<file path="config.mk">
export PLATFORM = sky130hd
export DESIGN_NAME = kronos_keccak_sched_flat
export DESIGN_NICKNAME = d
export VERILOG_FILES = /design/src/rtl/kronos_pkg.sv /design/src/rtl/kronos_keccak_sched_if.sv /design/src/rtl/kronos_sched_queue.sv /design/src/rtl/kronos_keccak_sched.sv /design/src/flat_wrapper.sv
export SDC_FILE = /design/constraint.sdc
export NUM_CORES = 1
export LEC_CHECK = 0
export ABC_AREA = 1
export BUFFER_PORTS_ARGS = -buffer_cell sky130_fd_sc_hd__buf_2
export CORE_MARGIN = 8
export CORE_UTILIZATION = 45
export CTS_CLUSTER_SIZE = 28
export DETAILED_ROUTE_END_ITERATION = 8
export GPL_TIMING_DRIVEN = 0
export PLACE_DENSITY = 0.66
export SYNTH_ARGS = -nofsm -noshare
export SYNTH_HDL_FRONTEND = slang
export SYNTH_SLANG_ARGS = --single-unit
</file>
<file path="constraint.sdc">
create_clock -name clk_i -period 5.7 [get_ports clk_i]
set_clock_uncertainty 0.1 [all_clocks]
set_input_delay 0.285 -clock clk_i [delete_from_list [all_inputs] [get_ports clk_i]]
set_output_delay 0.285 -clock clk_i [all_outputs]
set_load 0.03 [all_outputs]
</file>
<file path="src/rtl/kronos_pkg.sv">
// Shared types and constants for the Kronos Keccak operation scheduler.
package kronos_pkg;

    localparam int KECCAK_ROUNDS  = 24;
    localparam int SCHED_ID_WIDTH = 4;

    typedef enum logic [1:0] {
        IDLE   = 2'd0,
        PERM   = 2'd1,
        STORE  = 2'd2,
        RESULT = 2'd3
    } sched_state_t;

    typedef struct packed {
        logic [SCHED_ID_WIDTH-1:0] id;
        logic                      store;
        logic                      committed;
        logic                      killed;
    } sched_entry_t;

    // An entry can still be claimed by a commit only while it is undecided.
    function automatic logic entry_open(input sched_entry_t e);
        return (e.committed == 1'b0) && (e.killed == 1'b0);
    endfunction

endpackage

</file>
<file path="src/rtl/kronos_keccak_sched_if.sv">
// Request, commit, datapath-control and result signals of the Keccak scheduler.
interface kronos_keccak_sched_if #(
    parameter int ID_WIDTH = 4,
    parameter int DEPTH    = 4
);
    logic                    req_valid_i;
    logic                    req_ready_o;
    logic [ID_WIDTH-1:0]     req_id_i;
    logic                    req_store_i;
    logic                    commit_valid_i;
    logic [ID_WIDTH-1:0]     commit_id_i;
    logic                    commit_kill_i;
    logic                    round_valid_o;
    logic [4:0]              round_o;
    logic                    store_o;
    logic                    keccak_done_o;
    logic                    result_valid_o;
    logic                    result_ready_i;
    logic [ID_WIDTH-1:0]     result_id_o;
    logic                    result_store_o;
    logic                    busy_o;
    logic [$clog2(DEPTH):0]  count_o;

    modport master (
        output req_valid_i, req_id_i, req_store_i,
        output commit_valid_i, commit_id_i, commit_kill_i, result_ready_i,
        input  req_ready_o, round_valid_o, round_o, store_o, keccak_done_o,
        input  result_valid_o, result_id_o, result_store_o, busy_o, count_o
    );

    modport slave (
        input  req_valid_i, req_id_i, req_store_i,
        input  commit_valid_i, commit_id_i, commit_kill_i, result_ready_i,
        output req_ready_o, round_valid_o, round_o, store_o, keccak_done_o,
        output result_valid_o, result_id_o, result_store_o, busy_o, count_o
    );
endinterface

</file>
<file path="src/rtl/kronos_sched_queue.sv">
// In-order pending-operation queue with commit/kill marking of the oldest
// undecided entry carrying the committed id.
module kronos_sched_queue
    import kronos_pkg::*;
#(
    parameter int DEPTH = 4
) (
    input  logic                      clk_i,
    input  logic                      rst_ni,
    input  logic                      enq_valid_i,
    input  logic [SCHED_ID_WIDTH-1:0] enq_id_i,
    input  logic                      enq_store_i,
    input  logic                      commit_valid_i,
    input  logic [SCHED_ID_WIDTH-1:0] commit_id_i,
    input  logic                      commit_kill_i,
    input  logic                      deq_i,
    output sched_entry_t              head_o,
    output logic                      ready_o,
    output logic [$clog2(DEPTH):0]    count_o
);
    localparam int PTR_W = $clog2(DEPTH);
    typedef logic [PTR_W:0] cnt_t;
    localparam cnt_t FULL_COUNT = cnt_t'(DEPTH);

    sched_entry_t     entries_r [DEPTH];
    logic [PTR_W:0]   wr_ptr_r;
    logic [PTR_W:0]   rd_ptr_r;
    logic [PTR_W:0]   count_s;
    logic             enq_fire_s;
    logic             match_found_s;
    logic [PTR_W-1:0] match_idx_s;
    logic             new_match_s;

    assign count_s    = wr_ptr_r - rd_ptr_r;
    assign ready_o    = (count_s < FULL_COUNT);
    assign count_o    = count_s;
    assign enq_fire_s = enq_valid_i && ready_o;
    assign head_o     = entries_r[rd_ptr_r[PTR_W-1:0]];
    // A commit missing every queued entry may claim the entry written this cycle.
    assign new_match_s = commit_valid_i && !match_found_s && enq_fire_s &&
                         (enq_id_i == commit_id_i);

    // Scan from the head towards the tail for the oldest undecided matching entry.
    always_comb begin
        logic [PTR_W-1:0] idx_v;
        match_found_s = 1'b0;
        match_idx_s   = '0;
        idx_v         = '0;
        for (int i = 0; i < DEPTH; i++) begin
            idx_v = rd_ptr_r[PTR_W-1:0] + PTR_W'(i);
            if (!match_found_s && (cnt_t'(i) < count_s) && commit_valid_i &&
                (entries_r[idx_v].id == commit_id_i) && entry_open(entries_r[idx_v])) begin
                match_found_s = 1'b1;
                match_idx_s   = idx_v;
            end else begin
                match_idx_s   = match_idx_s;
            end
        end
    end

    // Pointer update, entry write and commit/kill marking.
    always_ff @(posedge clk_i or negedge rst_ni) begin
        if (!rst_ni) begin
            wr_ptr_r <= '0;
            rd_ptr_r <= '0;
            for (int i = 0; i < DEPTH; i++) begin
                entries_r[i] <= '0;
            end
        end else begin
            if (enq_fire_s) begin
                entries_r[wr_ptr_r[PTR_W-1:0]] <= '{id:        enq_id_i,
                                                    store:     enq_store_i,
                                                    committed: new_match_s && !commit_kill_i,
                                                    killed:    new_match_s && commit_kill_i};
                wr_ptr_r <= wr_ptr_r + cnt_t'(1);
            end
            // The matched slot is always occupied, so it never collides with the write slot.
            if (match_found_s) begin
                entries_r[match_idx_s].committed <= !commit_kill_i;
                entries_r[match_idx_s].killed    <= commit_kill_i;
            end
            if (deq_i) begin
                rd_ptr_r <= rd_ptr_r + cnt_t'(1);
            end
        end
    end

endmodule

</file>
<file path="src/rtl/kronos_keccak_sched.sv">
// Keccak operation scheduler: queues tagged operations, waits for their
// commit/kill decision and then drives the datapath one operation at a time.
module kronos_keccak_sched
    import kronos_pkg::*;
#(
    parameter int NUM_ROUNDS = KECCAK_ROUNDS,
    parameter int ID_WIDTH   = SCHED_ID_WIDTH,
    parameter int DEPTH      = 4
) (
    input  logic                  clk_i,
    input  logic                  rst_ni,
    kronos_keccak_sched_if.slave  bus
);
    localparam logic [4:0] LAST_ROUND = 5'(NUM_ROUNDS - 1);

    sched_state_t           state_r;
    sched_state_t           state_next_s;
    logic [4:0]             round_r;
    logic [ID_WIDTH-1:0]    work_id_r;
    logic                   work_store_r;
    sched_entry_t           head_s;
    logic                   ready_s;
    logic [$clog2(DEPTH):0] count_s;
    logic                   deq_s;
    logic                   load_s;
    logic                   queue_empty_s;

    assign queue_empty_s = (count_s == '0);

    kronos_sched_queue #(.DEPTH(DEPTH)) u_queue (
        .clk_i          (clk_i),
        .rst_ni         (rst_ni),
        .enq_valid_i    (bus.req_valid_i),
        .enq_id_i       (bus.req_id_i),
        .enq_store_i    (bus.req_store_i),
        .commit_valid_i (bus.commit_valid_i),
        .commit_id_i    (bus.commit_id_i),
        .commit_kill_i  (bus.commit_kill_i),
        .deq_i          (deq_s),
        .head_o         (head_s),
        .ready_o        (ready_s),
        .count_o        (count_s)
    );

    // Next-state decode: killed heads are dropped, committed heads are started.
    always_comb begin
        state_next_s = state_r;
        deq_s        = 1'b0;
        load_s       = 1'b0;
        case (state_r)
            IDLE: begin
                if (!queue_empty_s && head_s.killed) begin
                    deq_s = 1'b1;
                end else if (!queue_empty_s && head_s.committed) begin
                    deq_s        = 1'b1;
                    load_s       = 1'b1;
                    state_next_s = head_s.store ? STORE : PERM;
                end else begin
                    state_next_s = IDLE;
                end
            end
            PERM: begin
                if (round_r == LAST_ROUND) begin
                    state_next_s = RESULT;
                end else begin
                    state_next_s = PERM;
                end
            end
            STORE:  state_next_s = RESULT;
            RESULT: begin
                if (bus.result_ready_i) begin
                    state_next_s = IDLE;
                end else begin
                    state_next_s = RESULT;
                end
            end
            default: state_next_s = IDLE;
        endcase
    end

    // FSM state register.
    always_ff @(posedge clk_i or negedge rst_ni) begin
        if (!rst_ni) begin
            state_r <= IDLE;
        end else begin
            state_r <= state_next_s;
        end
    end

    // Round counter and working register of the operation in flight.
    always_ff @(posedge clk_i or negedge rst_ni) begin
        if (!rst_ni) begin
            round_r      <= 5'd0;
            work_id_r    <= '0;
            work_store_r <= 1'b0;
        end else if (load_s) begin
            round_r      <= 5'd0;
            work_id_r    <= head_s.id;
            work_store_r <= head_s.store;
        end else if (state_r == PERM && round_r != LAST_ROUND) begin
            round_r <= round_r + 5'd1;
        end else begin
            round_r <= 5'd0;
        end
    end

    assign bus.req_ready_o    = ready_s;
    assign bus.round_valid_o  = (state_r == PERM);
    assign bus.round_o        = (state_r == PERM) ? round_r : 5'd0;
    assign bus.keccak_done_o  = (state_r == PERM) && (round_r == LAST_ROUND);
    assign bus.store_o        = (state_r == STORE);
    assign bus.result_valid_o = (state_r == RESULT);
    assign bus.result_id_o    = (state_r == RESULT) ? work_id_r : '0;
    assign bus.result_store_o = (state_r == RESULT) && work_store_r;
    assign bus.busy_o         = !queue_empty_s || (state_r != IDLE);
    assign bus.count_o        = count_s;

endmodule

</file>
<file path="src/flat_wrapper.sv">
// flat-port wrapper written by rule: the top's interface ports become plain ports
module kronos_keccak_sched_flat import kronos_pkg::*;
#(
    parameter int NUM_ROUNDS = KECCAK_ROUNDS,
    parameter int ID_WIDTH   = SCHED_ID_WIDTH,
    parameter int DEPTH      = 4
)
  (clk_i, rst_ni, bus_req_valid_i, bus_req_id_i, bus_req_store_i, bus_commit_valid_i, bus_commit_id_i, bus_commit_kill_i, bus_result_ready_i, bus_req_ready_o, bus_round_valid_o, bus_round_o, bus_store_o, bus_keccak_done_o, bus_result_valid_o, bus_result_id_o, bus_result_store_o, bus_busy_o, bus_count_o);
  kronos_keccak_sched_if #(.ID_WIDTH(ID_WIDTH), .DEPTH(DEPTH)) bus_i ();
  input  logic clk_i;
  input  logic rst_ni;
  input wire logic [$bits(bus_i.req_valid_i)-1:0] bus_req_valid_i;
  input wire logic [$bits(bus_i.req_id_i)-1:0] bus_req_id_i;
  input wire logic [$bits(bus_i.req_store_i)-1:0] bus_req_store_i;
  input wire logic [$bits(bus_i.commit_valid_i)-1:0] bus_commit_valid_i;
  input wire logic [$bits(bus_i.commit_id_i)-1:0] bus_commit_id_i;
  input wire logic [$bits(bus_i.commit_kill_i)-1:0] bus_commit_kill_i;
  input wire logic [$bits(bus_i.result_ready_i)-1:0] bus_result_ready_i;
  output wire logic [$bits(bus_i.req_ready_o)-1:0] bus_req_ready_o;
  output wire logic [$bits(bus_i.round_valid_o)-1:0] bus_round_valid_o;
  output wire logic [$bits(bus_i.round_o)-1:0] bus_round_o;
  output wire logic [$bits(bus_i.store_o)-1:0] bus_store_o;
  output wire logic [$bits(bus_i.keccak_done_o)-1:0] bus_keccak_done_o;
  output wire logic [$bits(bus_i.result_valid_o)-1:0] bus_result_valid_o;
  output wire logic [$bits(bus_i.result_id_o)-1:0] bus_result_id_o;
  output wire logic [$bits(bus_i.result_store_o)-1:0] bus_result_store_o;
  output wire logic [$bits(bus_i.busy_o)-1:0] bus_busy_o;
  output wire logic [$bits(bus_i.count_o)-1:0] bus_count_o;
  assign bus_i.req_valid_i = bus_req_valid_i;
  assign bus_i.req_id_i = bus_req_id_i;
  assign bus_i.req_store_i = bus_req_store_i;
  assign bus_i.commit_valid_i = bus_commit_valid_i;
  assign bus_i.commit_id_i = bus_commit_id_i;
  assign bus_i.commit_kill_i = bus_commit_kill_i;
  assign bus_i.result_ready_i = bus_result_ready_i;
  assign bus_req_ready_o = bus_i.req_ready_o;
  assign bus_round_valid_o = bus_i.round_valid_o;
  assign bus_round_o = bus_i.round_o;
  assign bus_store_o = bus_i.store_o;
  assign bus_keccak_done_o = bus_i.keccak_done_o;
  assign bus_result_valid_o = bus_i.result_valid_o;
  assign bus_result_id_o = bus_i.result_id_o;
  assign bus_result_store_o = bus_i.result_store_o;
  assign bus_busy_o = bus_i.busy_o;
  assign bus_count_o = bus_i.count_o;
  kronos_keccak_sched #(.NUM_ROUNDS(NUM_ROUNDS), .ID_WIDTH(ID_WIDTH), .DEPTH(DEPTH)) u_core (.clk_i(clk_i), .rst_ni(rst_ni), .bus(bus_i));
endmodule
</file>
==> results.txt <==
status: finished clean
Worst setup EP type: flop
CP bufs+invs: 2
asr flop ratio synth: 100.0%
Hold Crit Class: primary input to asynchronous set/reset pin
layout cells sized above 1: 11.95%
Synth warnings: 0
wirelength, routed: 9.263 mm
Internal Power: 1051 uW
chip width: 100.9 um
Final Instance Count excl. Fillers: 643
#FFs+latches synth: 46
TritonCTS clock tree: built
WS Path Type: flop to flop
Leakage Power: 0.002000 uW
hold buffers post-CTS: 0
Tcrit/Tclk final: 54.48%
Critical path origin: u_core.u_queue.wr_ptr_r[0]
Clk network pwr share: 10.1%
top post-synthesis cells by area: dfrtp_1 36%, nand2_1 22%, nand3_1 10%
clk sink count: 46
Root Driver: clkbuf_8
final net count: 566
Crit Path Max Fanout: 7
Max Fclk: 322.0 MHz
setup total negative slack: 0 ns
total CTS buffers: 5
Initial Util: 45.67%
Avg Synthesized Cell Area: 6.445 um^2
metal3 WL: 795 um
max-slew violation count: 0
Logic pwr share: 64.2%
Remaining DRCs: 0
top_reg_cell synth: dfrtp_1
met2 wire len: 3.977 mm
placer congestion estimate: 0.9467
CTS resizes: 0
Post-Syn Nets: 526
largest stage delay on the critical path: 0.44 ns
Slew headroom: 30.41%
gr ovfl total: 0
Post-Synthesis Cell Area: 3242 um^2
Seq pwr share: 25.6%
site row count: 31
H-Tree Depth: 2
Fin. Hold Viols: 0
GRT Total Usage: 19.16%
DIE AREA: 10180 um^2
wire length on met1: 4.340 mm
drt pass-1 iters: 5
MaxCap Viol Count: 0
io pins: 34
Detail Route Antenna Nets: 0
crit path DAT: 3.24 ns
Worst-Margin Slew: 1.044 ns
Post-Syn Instances: 503
die height: 100.9 um
global-route wire length before repair: 15.28 mm
Max clock buf depth: 2
cell family with most CP delay: simple AND/OR/NAND/NOR gates
Area Growth Syn to Fin: 12.16%
fin util: 51.23%
RSZ-0062 raised after global routing: no
Vias/cell: 5.115
core footprint: 7098 um^2
largest net degree at the start of global routing: 47
Cell Chain, Critical Path: inv_1, ha_1, fa_1, nand3_1, nand2_1, nor2_1, nor2_2, nand3_4, nand3_2, nor2_2, nand2_1, nor2_2, nand2_1, o21ai_0, inv_2, nand2_1
power density cells: 639.3 nW/um^2
Fillers: 724
Max IR drop VDD: 0.0002770 V
vias in the first global route: 3016
Post-synth EDFFs: 0
initial antenna violation count: 0
Post-CTS Setup Repair Bufs: 0
R2R Path Start: u_core.u_queue.wr_ptr_r[0]
total number of vias: 3289
sw frac: 54.78%
n_diodes: 0
most common cell in the netlist: nand2_1
Routed wire per std cell: 14.41 um
sw power: 1273 uW
Seq/Total Area, Yosys: 35.51%
Commonest cells post-synth: 188 x nand2_1, 68 x nand3_1, 57 x inv_1, 46 x dfrtp_1, 42 x nor2_1
minimum clock period: 3.106 ns
Yosys top cell by area: dfrtp_1
Clock transition at path regs: 0.10 ns
worst-case reg-to-reg path depth: 16
Port Buffers: 33
cell mode on critical path: nand2_1
Highest Signal Layer: met4
top-area cell type share of the netlist area: 35.51%
clk_lat worst skew: 0.30 ns
Startpoint Class: flop
CP Depth: 16
Worst EP required: 5.84 ns
count of different cell masters after synthesis: 28
DRT iter0 DRCs: 308
CP max stage cell: fa_1
Placed Cells: 635
final setup violation count: 0
dpl hpwl: 7.279 mm
-- worst reg2reg max path, delay by kind of cell (launching register included) --
family / cells / cell delay [ns]
DFF: 1 / 0.38
AOI/OAI and AO/OA: 1 / 0.09
buffers and inverters: 2 / 0.17
and+or+nand+nor: 11 / 1.58
adders and majority gates: 2 / 0.69
-- power by group through the flow --
stage,sequential (uW),combinational [uW],clock [uW]
6_report,596,1490,236
5_1_grt,614,1700,250
4_1_cts,593,1490,239
3_5_place_dp,600,1480,0
3_3_place_gp,598,1460,0
2_1_floorplan,554,1130,0
-- metal layers --
layer  global-route usage (%)  vias to the layer above
li1                         -                     1674
met1                    25.92                     1490
met2                    30.01                      113
met3                    3.867                       12
met4                    5.465                        0
met5                        0                        -
-- placed cells by master (no fill, tap or decap), drive strengths merged, types with 2 or more instances in the layout --
cell	instances
buf	42
dfrtp	46
nor3	3
inv	61
nand4	5
o21ai	34
nor2	50
xor2	6
ha	7
nand2	188
o22ai	4
and2	2
nand3	71
clkbuf	11
a21oi	6
-- final cells by class --
class / count / area [um^2] / area share, %
Multi-Input combinational cell: 383 / 1782 / 49.00
Sequential cell: 46 / 1151 / 31.66
Inverter: 61 / 229.0 / 6.297
Timing Repair Buffer: 33 / 165.2 / 4.542
Tap cell: 99 / 123.9 / 3.407
Clock buffer: 7 / 96.34 / 2.650
Buffer: 13 / 80.08 / 2.202
Clock inverter: 1 / 8.758 / 0.2409
-- path summary, 6_finish.rpt --
path	to	slack [ns]
setup / recovery	u_core.u_queue.entries_r[7]	2.59
hold / removal	u_core.round_r[3]	0.06
setup reg to reg	u_core.u_queue.entries_r[7]	2.59
hold reg to reg	u_core.work_id_r[2]	0.39
max in group asynchronous	u_core.u_queue.entries_r[7]	4.79
min in group clk_i	u_core.state_r[0]	0.06
-- cell families (layout without fill, tap and decap cells) --
family                   after synthesis  in the layout  share of synthesized area (%)
XOR/XNOR                               6              6                          1.621
AO/OA/AOI/OAI                         47             47                          7.642
flip-flops                            46             46                          35.51
adder cells (fa/ha/maj)                8              8                          3.319
AND/OR/NAND/NOR                      321            321                          42.07
buffers and inverters                 74            115                          9.533
multiplexers                           1              1                         0.3088
-- per-stage QoR --
stage | total power [uW] | cell area, um^2 | setup slack [ns] | hold slack [ns]
floorplan | 1682 | 3242 | 2.765 | -0.1106
global placement | 2061 | 3531 | 2.678 | 0.3689
detailed placement | 2081 | 3531 | 2.643 | 0.3729
CTS | 2320 | 3636 | 2.616 | 0.05623
global route | 2568 | 3636 | 2.316 | 0.05980
finish | 2324 | 3636 | 2.594 | 0.05651
(Power assumes the default switching activity.)
